File: src/rtl/score_keeper_pkg.sv
// Shared types for the score keeper:
// FSM states, result codes and BCD helpers.
package score_keeper_pkg;

  localparam int DIGIT_W = 4;

  typedef logic [DIGIT_W-1:0] digit_t;

  typedef struct packed {
    digit_t tens;
    digit_t ones;
  } bcd2_t;

  typedef enum logic [1:0] {
    ST_IDLE,
    ST_PLAYING,
    ST_GOAL_HOLD,
    ST_FINISHED
  } state_e;

  typedef enum logic [1:0] {
    WIN_NONE = 2'b00,
    WIN_T1   = 2'b01,
    WIN_T2   = 2'b10,
    WIN_DRAW = 2'b11
  } winner_e;

  typedef enum logic [1:0] {
    LS_NONE = 2'b00,
    LS_T1   = 2'b01,
    LS_T2   = 2'b10,
    LS_BOTH = 2'b11
  } scorer_e;

  // Two-digit BCD increment, saturating at 99.
  function automatic bcd2_t bcd_inc(bcd2_t v);
    bcd2_t r;
    r = v;
    if (v.tens == digit_t'(9) &&
        v.ones == digit_t'(9)) begin
      r = v;
    end else if (v.ones == digit_t'(9)) begin
      r.ones = '0;
      r.tens = v.tens + digit_t'(1);
    end else begin
      r.ones = v.ones + digit_t'(1);
    end
    return r;
  endfunction

endpackage

File: src/rtl/bcd_score_counter.sv
// One team's two-digit saturating BCD score.
// clr wins over inc.
module bcd_score_counter
  import score_keeper_pkg::*;
(
  input  logic               clk,
  input  logic               rst_n,
  input  logic               clr,
  input  logic               inc,
  output logic [DIGIT_W-1:0] tens,
  output logic [DIGIT_W-1:0] ones
);

  bcd2_t cnt_q;
  bcd2_t cnt_d;

  always_comb begin
    cnt_d = cnt_q;
    if (clr) begin
      cnt_d = '0;
    end else if (inc) begin
      cnt_d = bcd_inc(cnt_q);
    end
  end

  always_ff @(posedge clk) begin
    if (!rst_n) begin
      cnt_q <= '0;
    end else begin
      cnt_q <= cnt_d;
    end
  end

  assign tens = cnt_q.tens;
  assign ones = cnt_q.ones;

endmodule

File: src/rtl/score_keeper.sv
// Match score keeper: goal edge detect,
// dead-ball hold and end-of-match decision.
module score_keeper
  import score_keeper_pkg::*;
#(
  parameter int GOAL_HOLD_CYCLES = 25000000,
  parameter int WIN_SCORE        = 10
) (
  input  logic               clk,
  input  logic               rst_n,
  input  logic               team1_score,
  input  logic               team2_score,
  input  logic [7:0]         time_left,
  input  logic               new_game,
  output logic [DIGIT_W-1:0] team1_tens,
  output logic [DIGIT_W-1:0] team1_ones,
  output logic [DIGIT_W-1:0] team2_tens,
  output logic [DIGIT_W-1:0] team2_ones,
  output logic               goal_flash,
  output logic [1:0]         last_scorer,
  output logic               match_end,
  output logic [1:0]         winner
);

  localparam int HOLD_W =
    $clog2(GOAL_HOLD_CYCLES + 1);
  localparam logic [HOLD_W-1:0] HOLD_LOAD =
    HOLD_W'(GOAL_HOLD_CYCLES - 1);
  localparam bcd2_t WIN_BCD = bcd2_t'({
    digit_t'(WIN_SCORE / 10),
    digit_t'(WIN_SCORE % 10)});

  state_e            state_q, state_d;
  logic [HOLD_W-1:0] hold_q, hold_d;
  winner_e           winner_q, winner_d;
  scorer_e           last_q, last_d;
  logic [1:0]        in_q, in_d;
  logic [1:0]        prev_q, prev_d;
  logic [1:0]        arm_q, arm_d;

  logic [1:0] raw;
  logic [1:0] goal;
  logic       clr;
  logic       inc1;
  logic       inc2;
  logic       live;
  bcd2_t      t1, t2;
  bcd2_t      t1_nx, t2_nx;

  assign raw = {team2_score, team1_score};

  // An input high at reset release must drop
  // once before its next rise can count.
  assign goal = in_q & ~prev_q & arm_q;

  assign t1 = {team1_tens, team1_ones};
  assign t2 = {team2_tens, team2_ones};

  assign live = (state_q == ST_PLAYING) ||
                (state_q == ST_GOAL_HOLD);

  always_comb begin
    state_d  = state_q;
    hold_d   = hold_q;
    winner_d = winner_q;
    last_d   = last_q;
    in_d     = raw;
    prev_d   = in_q;
    arm_d    = arm_q | ~raw;
    clr      = 1'b0;
    inc1     = 1'b0;
    inc2     = 1'b0;
    t1_nx    = t1;
    t2_nx    = t2;
    if (new_game) begin
      clr      = 1'b1;
      state_d  = ST_IDLE;
      hold_d   = '0;
      winner_d = WIN_NONE;
      last_d   = LS_NONE;
    end else begin
      unique case (state_q)
        ST_IDLE: begin
          if (time_left != '0) begin
            state_d = ST_PLAYING;
          end
        end
        ST_PLAYING: begin
          if (|goal) begin
            inc1    = goal[0];
            inc2    = goal[1];
            last_d  = scorer_e'(goal);
            hold_d  = HOLD_LOAD;
            state_d = ST_GOAL_HOLD;
          end
        end
        ST_GOAL_HOLD: begin
          if (hold_q == '0) begin
            state_d = ST_PLAYING;
          end else begin
            hold_d = hold_q - HOLD_W'(1);
          end
        end
        ST_FINISHED: begin
        end
      endcase
      if (inc1) t1_nx = bcd_inc(t1);
      if (inc2) t2_nx = bcd_inc(t2);
      // End test sees this cycle's goals.
      if (live &&
          (time_left == '0 ||
           t1_nx == WIN_BCD ||
           t2_nx == WIN_BCD)) begin
        state_d = ST_FINISHED;
        if (t1_nx > t2_nx) begin
          winner_d = WIN_T1;
        end else if (t2_nx > t1_nx) begin
          winner_d = WIN_T2;
        end else begin
          winner_d = WIN_DRAW;
        end
      end
    end
  end

  always_ff @(posedge clk) begin
    if (!rst_n) begin
      state_q  <= ST_IDLE;
      hold_q   <= '0;
      winner_q <= WIN_NONE;
      last_q   <= LS_NONE;
      in_q     <= '0;
      prev_q   <= '0;
      arm_q    <= '0;
    end else begin
      state_q  <= state_d;
      hold_q   <= hold_d;
      winner_q <= winner_d;
      last_q   <= last_d;
      in_q     <= in_d;
      prev_q   <= prev_d;
      arm_q    <= arm_d;
    end
  end

  bcd_score_counter u_team1 (
    .clk   (clk),
    .rst_n (rst_n),
    .clr   (clr),
    .inc   (inc1),
    .tens  (team1_tens),
    .ones  (team1_ones)
  );

  bcd_score_counter u_team2 (
    .clk   (clk),
    .rst_n (rst_n),
    .clr   (clr),
    .inc   (inc2),
    .tens  (team2_tens),
    .ones  (team2_ones)
  );

  assign goal_flash  = (state_q == ST_GOAL_HOLD);
  assign match_end   = (state_q == ST_FINISHED);
  assign winner      = winner_q;
  assign last_scorer = last_q;

endmodule

File: config.mk
export PLATFORM = sky130hd
export DESIGN_NAME = score_keeper
export DESIGN_NICKNAME = d
export VERILOG_FILES = /design/src/rtl/score_keeper_pkg.sv /design/src/rtl/bcd_score_counter.sv /design/src/rtl/score_keeper.sv
export SDC_FILE = /design/constraint.sdc
export NUM_CORES = 1
export LEC_CHECK = 0
export CAP_MARGIN = 40
export CORE_ASPECT_RATIO = 0.8
export CORE_MARGIN = 4
export CORE_UTILIZATION = 54
export DETAILED_ROUTE_END_ITERATION = 8
export PLACE_DENSITY_LB_ADDON = 0.15
export SKIP_LAST_GASP = 1
export SLEW_MARGIN = 20
export SYNTH_ARGS = -nofsm -noshare
export SYNTH_HDL_FRONTEND = slang
export SYNTH_HIERARCHICAL = 1
export SYNTH_SLANG_ARGS = --single-unit
File: constraint.sdc
create_clock -name clk -period 5.2 [get_ports clk]
set_clock_uncertainty 0.1 [all_clocks]
set_input_delay 1.3 -clock clk [delete_from_list [all_inputs] [get_ports clk]]
set_output_delay 1.3 -clock clk [all_outputs]
set_load 0.1 [all_outputs]
After elaboration in Yosys (flattened, before gate mapping)
Cells that the tools add are included.
{ "totals": {"output_inout_bits": 22, "word_cells": 85, "register_bits": 53, "in_bits": 13} }
{ "classes": {"order_cmp": 2, "n_addsub": 5, "reduce_logical": 18, "eq_ne": 14, "muxes": 29, "bitwise_logic": 6} }
{ "op_table": {"columns": ["cell", "count"], "rows": [
  ["2-to-1 mux 25 bit", 2],
  ["case mux 25 bit (2 select lines)", 1],
  ["2-to-1 mux 8 bit", 6],
  ["zero test 25 bit", 1],
  ["subtractor 25 x 1 -> 25 bit, second input constant", 1],
  ["adder 4 x 1 -> 4 bit, second input constant", 4],
  ["== test 4 bit, second input constant", 4],
  ["== test 8 x 5 -> 1 bit, second input constant", 2],
  ["greater-than comparator 8 bit", 2],
  ["2-to-1 mux 4 bit", 4],
  ["2-to-1 mux 1 bit", 10],
  ["2-to-1 mux 2 bit", 5],
  ["zero test 8 bit", 1],
  ["nonzero test 8 bit", 1],
  ["!= test 3 x 1 -> 1 bit, second input constant", 2],
  ["case mux 2 bit (3 select lines)", 1],
  ["OR reduction 2 bit", 3],
  ["bitwise AND 2 bit", 2],
  ["== test 2 bit, second input constant", 2],
  ["NOT 2 bit", 2],
  ["AND reduction 4 bit", 1],
  ["nonzero test 4 bit", 1],
  ["logical AND 1 bit", 3],
  ["logical OR 1 bit", 3],
  ["10 further kinds", 10]
]} }

Depth between registers and ports, before layout
Gate-level depths: netlist (run 1).
{ "depth": {"ltp_word": 15, "ltp_mapped": 14, "ltp_nobuf": 13} }

By module
The synthesis (run 1) kept the hierarchy.
{ "by_module_without_submodules": {"columns": ["mod", "instances", "seq_area_each_um2", "area_per_inst_um2", "cells_per_inst"], "rows": [
  ["score_keeper", 1, 740.7, 2612.5, 322],
  ["bcd_score_counter", 2, 160.2, 451.7, 52]
]} }

Worst setup path after synthesis (run 1)
Ideal clock, no wire load.
{ "synth_timing": {"path_type": "flip-flop to flip-flop", "from": "reg u_team1.cnt_q (netlist bit u_team1/ones[3])", "to": "reg winner_q[0], in the netlist winner[0]", "period_less_slack_ps": 3311, "path_stages_with_launch": 10, "arrival_ps": 3125, "path_slack_ps": 1889, "n_path_buf": 0, "setup_time_ps": 86, "required_time_ps": 5014, "cell_sequence": "dfxtp_1 -> nor4bb_1 -> nand3b_1 -> mux2i_1 -> ha_1 -> a21o_1 -> a21o_1 -> a21oi_1 -> a21oi_1 -> a211oi_1"} }
{ "synth_via": {"elab_chain_cells": 9, "elab_cells_between_ends": 16, "cone_classes": "1 x add/sub; 2 x order compare; 2 x eq/ne; 7 x mux; 4 x reduce/logical"} }
{ "synth_lines": {"columns": ["element", "line_no", "source"], "rows": [
  ["from (decl)", "bcd_score_counter.sv:14", "bcd2_t cnt_q;"],
  ["from (signal assigned)", "bcd_score_counter.sv:30", "cnt_q <= cnt_d;"],
  ["adder 4 x 1 -> 4 bit / == test 4 bit (equally long branches)", "score_keeper_pkg.sv:46, score_keeper_pkg.sv:40, score_keeper_pkg.sv:42", null],
  ["2-to-1 mux 4 bit / logical AND 1 bit (equally long branches)", "score_keeper_pkg.sv:42, score_keeper_pkg.sv:39", null],
  ["2-to-1 mux 8 bit", "score_keeper_pkg.sv:39", "if (v.tens == digit_t'(9) &&"],
  ["2-to-1 mux 8 bit *", "score_keeper.sv:107", "if (inc1) t1_nx = bcd_inc(t1);"],
  ["2-to-1 mux 8 bit *", "score_keeper.sv:75", "if (new_game) begin"],
  ["parallel branches: the longest is 4 deep, another holds greater-than comparator 8 bit", null, null],
  ["to (signal assigned)", "score_keeper.sv:138", "winner_q <= winner_d;"],
  ["to (decl)", "score_keeper.sv:35", "winner_e winner_q, winner_d;"]
]} }
Mark *: on every way between the ends. The select of a mux whose other input is x is not followed.
A chain may end at the register's enable or synchronous reset.

Final worst setup path (run 1)
{ "layout_timing": {"from": "reg state_q[0]", "to": "out goal_flash"} }
{ "layout_via": {"elab_chain_cells": 1} }
{ "layout_lines": {"columns": ["element", "line_no", "source"], "rows": [
  ["from (decl)", "score_keeper.sv:33", "state_e state_q, state_d;"],
  ["from (signal assigned)", "score_keeper.sv:136", "state_q <= state_d;"],
  ["== test 2 bit", "score_keeper.sv:164", "assign goal_flash = (state_q == ST_GOAL_HOLD);"],
  ["to (decl)", "score_keeper.sv:19", "output logic goal_flash,"]
]} }
No other way between the ends.

==> results of run 1 <==
-- how the worst max path moves through the flow --
stage | start | end | slack, ps | cells after the start
3_3_place_gp | state_q[0] | goal_flash | 1810 | 3
2_1_floorplan | u_team1/ones[3] | winner[0] | 1890 | 9
4_1_cts | state_q[0] | goal_flash | 1830 | 4
6_report | state_q[0] | goal_flash | 1850 | 4
5_1_grt | state_q[0] | goal_flash | 1710 | 4
3_5_place_dp | new_game | u_team1/tens[0] | 1780 | 5
-- cell usage in the layout (no fill, tap or decap), types with 6 or more instances in the layout --
cell type,instances
dfxtp_1,53
nor2_1,38
a21oi_1,36
clkdlybuf4s50_1,34
nand2_1,23
buf_8,23
inv_1,22
ha_1,21
nand3_1,18
xnor2_1,16
xor2_1,14
nor3_1,12
nand2b_1,8
nor2b_1,8
or3_1,8
or4_1,8
and2_1,7
mux2i_1,7
nand3b_1,6
nand4_1,6
nor4_1,6
a311oi_1,6
clkbuf_8,6
o31ai_1,6
o211ai_1,6
-- state kept, by name, summed over array words and instances, names as in the netlist, 4 cells and up --
register / count
u_team1/tens: 4
u_team1/ones: 4
hold_q: 25
u_team2/tens: 4
u_team2/ones: 4
-- layer usage --
layer | track usage, % | vias to the layer above | part of all wire [%] | wire length, um
met1 | 28.59 | 1546 | 49 | 3998
met2 | 34.65 | 64 | 46 | 3695
met5 | 0 | - | 0 | 0
met3 | 3.646 | 9 | 3.9 | 314
met4 | 5.048 | 0 | 1.1 | 86
li1 | - | 1652 | - | -
-- through the flow --
step	hold slack, ps	util [%]	total power, uW	instance area [um2]	instances
floorplan	344.2	-	573.3	3516	426
global placement	367.6	61.52	607.0	3902	529
detailed placement	377.7	66.96	613.3	4248	552
CTS	395.9	68.80	906.4	4364	560
global route	426.6	68.80	946.1	4364	560
finish	396.4	68.80	901.5	4364	560
-- where the power goes --
group / internal [uW] / total [uW] / switching (uW)
clock: 157 / 295 / 138
sequential: 421 / 436 / 14.7
combinational: 74.4 / 171 / 96.5
-- cell families (layout without fill, tap and decap cells) --
kind of cell,Yosys count,in the layout,synth area share (%)
simple gates,187,187,31.92
compound gates,91,91,16.94
flops,53,53,30.18
buf+inv,37,87,4.021
xor+xnor,30,30,7.473
fa+ha+maj,21,21,7.473
mux,7,7,1.993
-- layout make-up --
class / count / area, um2 / share of cell area [%]
multi-input combinational: 336 / 2313 / 53.01
inverter: 22 / 82.58 / 1.892
sequential: 53 / 1061 / 24.31
clock inverter: 1 / 30.03 / 0.6881
clock buffer: 7 / 86.33 / 1.978
timing repair buffer: 57 / 685.7 / 15.71
tap: 84 / 105.1 / 2.408
==> results, run 1 <==
- The number of antenna cells inserted is 0.
- The share of the clock period used by the worst path after layout is 64.47%.
- By startpoint and endpoint, the worst setup path is classified as reg -> out.
- The flow ran to the end, and the final reports show no timing, DRC or antenna violations.
- The number of hold-repair buffers added at the cts stage is 0.
- The critical hold path startpoint is in_q[0].
- In this run the remaining antenna-violating nets after routing total 0.
- The static leakage is 0.001639 uW.
- After global routing the overflow that remains totals 0.
- The final layout contains routed wiring with a total length of 8.095 mm.
- The path category of the worst min-delay check is reg -> reg.
- The die width is 98.22 um.
- The max-capacitance violation count is 0.
- Setup repair after global routing left no endpoint under its margin.
- The global-route wire length before repair is 13.97 mm.
- Sorting the synthesized cells by area gives the leading types as dfxtp_1 (30%), ha_1 (7.5%), a21oi_1 (5.1%).
- TritonCTS created 5 clock buffers.
- Of all flip-flops after synthesis, the portion carrying an async set or reset was 0%.
- Counting every net in the synthesized netlist gives 460.
- The largest area contributor in the synthesized netlist is dfxtp_1.
- The part of the Yosys area used for sequential elements is 30.18%.
- The number of global-route vias before repair came to 3,058.
- For hold timing, the worst endpoint is prev_q[0].
- The depth of the worst register-to-register path is 8.
- The delay of the slowest critical-path stage is 600 ps.
- The most used flip-flop cell after synthesis is dfxtp_1.
- The remaining design rule violation count is 0.
- In this run the tool buffered the top-level ports with 34 buffer cells.
- For this block, the initial DRC count from the detailed router was 146.
- Counting along the longest clock path gives a buffer depth of 2.
- The total routing resource utilization after global routing is 20.97%.
- The post-route setup TNS is 0 ps.
- The clock-pin slew reported for the worst setup and hold paths after clock tree synthesis is 90 ps.
- The kind of start point of the critical path is a flip-flop.
- The clock latency of the later-clocked register in the worst-skew pair is 310 ps.
- The category of cells accounting for the largest share of critical-path delay is buffers and inverters.
- The pin count of the biggest net entering global routing is 20.
- Data arrives at the worst endpoint at 1950 ps.
- The number of enable-type register cells in the synthesized netlist is 0.
- The growth of design area from synthesis to finish is 24.13%.
- In this run the critical register-to-register path is launched from hold_q[0].
- Summed over its instances, the top area cell type makes up 30.18% of the synthesized netlist area.
- Clock tree synthesis found a total of 53 sinks.
- The type of element capturing the critical path is a primary output.
- The worst slew margin relative to its limit is 38.99%.
- Traced cell by cell, the critical path runs through inv_1, ha_1, clkdlybuf4s50_1, buf_8.
- For the pin with the worst max-slew slack, the measured transition is 892.0 ps.
- The number of filler cells placed in the layout is 517.
- Based on the critical path, the design can be clocked at up to 298.3 MHz.
- The vias after detailed routing is 3,271.
- The final max-slew violation count is 0.
- Once the clock tree was built, the resizer swapped 0 gates to a different size.
- The destination of the worst register-to-register timing path is hold_q[2].
- The post-route netlist has 9.664% of its cells at a drive strength greater than 1.
- The master of the slowest instance on the critical path is clkdlybuf4s50_1.
- After synthesis the netlist holds a flip-flop and latch count of 53.
- Of all nets on the critical path, the largest fanout is 11.
- The number of buffers and inverters on the critical path is 3.
- The number of placement rows is 26.
- The post-CTS setup buffer count is 0.
- Dividing the detail-routed wire length by the instance count gives 14.46 um.
- Along the worst hold path, the cell count comes to 1.
- The power density of the placed cells is 206.6 nW/um2.
- For this run, the post-layout net count is 509.
- Setup slack closes at 1848 ps.
- The H-tree generated during clock tree synthesis spans 2 levels.
- STA puts the critical path data required time at 3800 ps.
- Measured along the y axis, the die boundary spans 80.17 um.
- The peak supply drop is 0.1727 mV.
- The number of hold-slack violations in the final timing report was 0.
- The summed instance area of the synthesized netlist is 3516 um2.
- The number of antenna violations at the first check in global routing is 0.
- The area of the placeable core is 6344 um2.
- The HPWL after detailed placement is 5.951 mm.
- The initial cell density of the core is 55.42%.
- The commonest cells after synthesis are dfxtp_1 (53), nor2_1 (38), a21oi_1 (36).
- The count of different cell masters after synthesis is 65.
- The synthesis warning total is 6.
- 35 I/O pins were placed.
- The pre-CTS setup slack is 1783 ps.
- The area of the die is 7874 um2.
- Setup violations remaining at the end of the flow were counted as 0.
- The library cell with the highest instance count after synthesis is dfxtp_1.
- The setup check on the worst reg-to-reg path leaves a slack of 1970 ps.
- The mean area per synthesized cell is 8.253 um2.
- Counting I/O delays and the setup requirement, the final critical path takes 3352 ps.
- The number of cells produced by synthesis is 426.
- The via count normalized by instance count is 5.841.
- Routability-driven placement finished with a final weighted congestion of 0.8108.
- The CTS tree is done.
- Clock tree synthesis selected as its root buffer the cell clkbuf_8.
- The first TritonRoute pass finished after 5 iterations.
No activity file was read; power rests on OpenSTA's default activity.
==> run 2: changes to the inputs <==
- CORE_UTILIZATION: 54 -> 52
- clock period: 5.2 -> 3 ns (I/O delays scaled with it)
==> run 2 against run 1 <==
Routed wire length decreased by 1.1%. Combinational power increased by 77%. Non-clock buffer count shrank 5. Worst hold slack better by 2.2 ps. Utilization down 5.5 points. Register-to-register slack got worse by 1700 ps. Cell area shrank 6.1%. Largest power group unchanged.
==> results, run 2 (synthesized netlist as in run 1, its figures left out) <==
- The worst slew margin relative to its limit is 56.16%.
- Dividing the detail-routed wire length by the instance count gives 14.42 um.
- The most common cell after layout, fill and taps aside is dfxtp_1.
- The global-route wire length before repair is 13.62 mm.
- At the pin with the least slew margin, the transition time is 651.5 ps.
- The path type of the worst setup path is reg -> reg.
- The register with the most flip-flops in the layout has 25 of them.
- The total routing resource utilization after global routing is 20.10%.
- The number of placed I/O pins is 35.
- The endpoint identified for the worst register-to-register timing path is hold_q[19].
- The area growth from synthesis to layout is 16.58%.
- After routing the design area is 4099 um2.
- Before antenna repair, the detailed router went through 4 iterations.
- For hold timing, the worst endpoint is prev_q[0].
- The met3 global-route usage is 3.226%.
- After routing, the total negative slack on setup checks comes to 0 ps.
- Entering global routing, the biggest net connects 19 pins.
- Data on the critical path is required at its endpoint by 3100 ps.
- Setup repair after global routing left no endpoint under its margin.
- The proportion of layout cells with a drive suffix above 1 is 16.14%.
- The number of global-route vias before repair is 2,965.
- The number of buffers added on ports is 34.
- The run finished with clean final reports.
- The tree built by TritonCTS fans out to 53 sinks.
- The H-tree was split into 2 levels.
- On the worst path, the slowest cell contributes a delay of 730 ps.
- After global routing the overflow that remains totals 0.
- The path category of the worst min-delay check is reg -> reg.
- The critical path starts at state_q[0].
- Wires add up to 8.004 mm.
- In this run, CTS created clock tree buffers numbering 5.
- Along the worst path, the maximum fanout reaches 8.
- Once the floorplan was initialized, standard cells occupied 54.31% of the core.
- The top cell types in the final layout, fill and taps aside, are dfxtp_1 (44), buf_4 (40), nor2_1 (38).
- The detailed router's first-iteration violation count is 136.
- The cell depth of the worst hold path is 1.
- In this run the core area contains 26 standard-cell rows.
- The final critical delay including setup and external delays is 2766 ps.
- The worst register-to-register path begins at state_q[0].
- The vias after detailed routing is 3,224.
- The final max-slew violation count was 0.
- The number of antenna violations at the first check in global routing is 0.
- The clock latency of the later-clocked register in the worst-skew pair is 310 ps.
- No sink is reached through more buffers than the 2 on the longest clock path.
- The static leakage is 0.001605 uW.
- Detailed placement ended at an HPWL of 5.999 mm.
- Among all stages on the critical path, the largest delay is contributed by or4b_1.
- The worst setup path is captured at a flip-flop.
- Max-cap violations in this run came to 0.
- The data arrival time at the worst-slack endpoint is 2870 ps.
- The kind of start point of the critical path is a flip-flop.
- The via count normalized by instance count is 5.809.
- The vertical die dimension is 81.55 um.
- The clock-pin slew reported for the worst setup and hold paths after clock tree synthesis is 100 ps.
- Counting cells, the worst reg-to-reg path comes to 8.
- Dividing the final minimum period by the clock period gives 92.21%.
- The cell that appears most often on the critical path is inv_1.
- The root buffer cell is clkbuf_8.
- The number of hold-repair buffers added at the cts stage is 0.
- After global routing, the most crowded layer is met2.
- The worst register-to-register path has a setup slack of 230 ps.
- The register with the most flip-flops is hold_q.
- Cells fill 63.32% of the core in the end.
- The peak supply drop is 0.2486 mV.
- Setup violations remaining at the end of the flow were counted as 0.
- TritonCTS built the clock tree.
- The post-route antenna net violation count is 0.
- In the global route stage, met1 resource usage came out at 27.59%.
- The pre-CTS setup slack is 112.0 ps.
- The number of hold-slack violations in the final timing report is 0.
- Walking the worst path, the cells encountered are inv_1, ha_1, inv_1, a31o_2, or4b_1, nor3_1, xnor2_1, a21oi_1.
- The worst path setup slack after routing is 233.8 ps.
- The area of the die is 8149 um2.
- The number of nets in the final layout is 504.
- The die width is 99.93 um.
- The global routing met2 resource utilization is 33.36%.
- In this run the most critical hold path is launched from in_q[0].
- The timing-limited maximum frequency is 361.5 MHz.
- Dividing total power by cell area gives a power density of 360.1 nW/um2.
- Routability-driven placement finished with a final weighted congestion of 0.7989.
- The cell area after placement is 3986 um2.
- The number of antenna cells inserted is 0.
- The core region is 6474 um2.
- After detailed routing, the number of remaining DRC violations is 0.
[run 2: cell types whose count changed in the layout (fill, tap and decap cells not counted), moves of 2 or more]
cell / delta
buf_4: +40
buf_8: -23
clkdlybuf4s50_1: -22
dfxtp_1: -9
dfxtp_2: +9
and4b_1: -2
and4b_2: +2
[run 2: worst max-delay path: cells and delay by family, from the launching register on]
kind                       cells  cell delay [ps]
AOI/OAI and AO/OA              2              360
xor gates and xnor gates       1              160
adders and majority gates      1              340
buffers and inverters          2              230
DFF                            1              420
and+or+nand+nor                2             1060
[run 2: worst max path at each step]
stage,endpoint,slack [ps],depth (start not counted)
after floorplan,winner[0],4,9
after global placement,winner[0],240,13
after detailed placement,winner[0],110,12
after CTS,winner[0],110,12
after global routing,winner[0],30,13
final,hold_q[19],230,8
[run 2: report_power, final]
| part | leakage, uW | internal [uW] | switching (uW) |
|---|---|---|---|
| registers | 0.000435 | 730 | 26.3 |
| logic | 0.00113 | 133 | 169 |
| clock network | 0.0000445 | 166 | 251 |
| total | 0.00161 | 1030 | 447 |
[run 2: per-layer routing]
layer	wire, um	vias to the layer above	share of wire, %
met5	0	-	0
met4	55	0	0.69
met3	347	7	4.3
met2	3627	76	45
met1	3974	1504	50
li1	-	1637	-
[run 2: metrics by stage]
stage | power, uW | std cells | hold slack, ps
detailed placement | 1067 | 546 | 373.9
finish | 1476 | 555 | 398.6
global route | 1544 | 555 | 410.9
CTS | 1479 | 554 | 395.9
floorplan | 993.5 | 426 | 344.2
global placement | 1059 | 546 | 369.8
[run 2: timing repair]
item                                    in CTS  in global routing
endpoints found under the setup margin       0                  2
resized for setup                            0                  4
buffers inserted                             0                  1
[run 2: layout make-up]
| type | count | area (um2) |
|---|---|---|
| fill | 574 | 2375 |
| multi-input combinational | 336 | 2328 |
| timing repair buffer | 52 | 420.4 |
| sequential | 53 | 1072 |
| tap | 84 | 105.1 |
| clock buffer | 5 | 68.82 |
| inverter | 22 | 82.58 |
| clock inverter | 3 | 21.27 |
==> run 3: changes to the inputs <==
- SLEW_MARGIN: 20 -> 30
==> results of run 3 <==
Same layout as run 2: the final DEF is identical, and so are final timing and power.
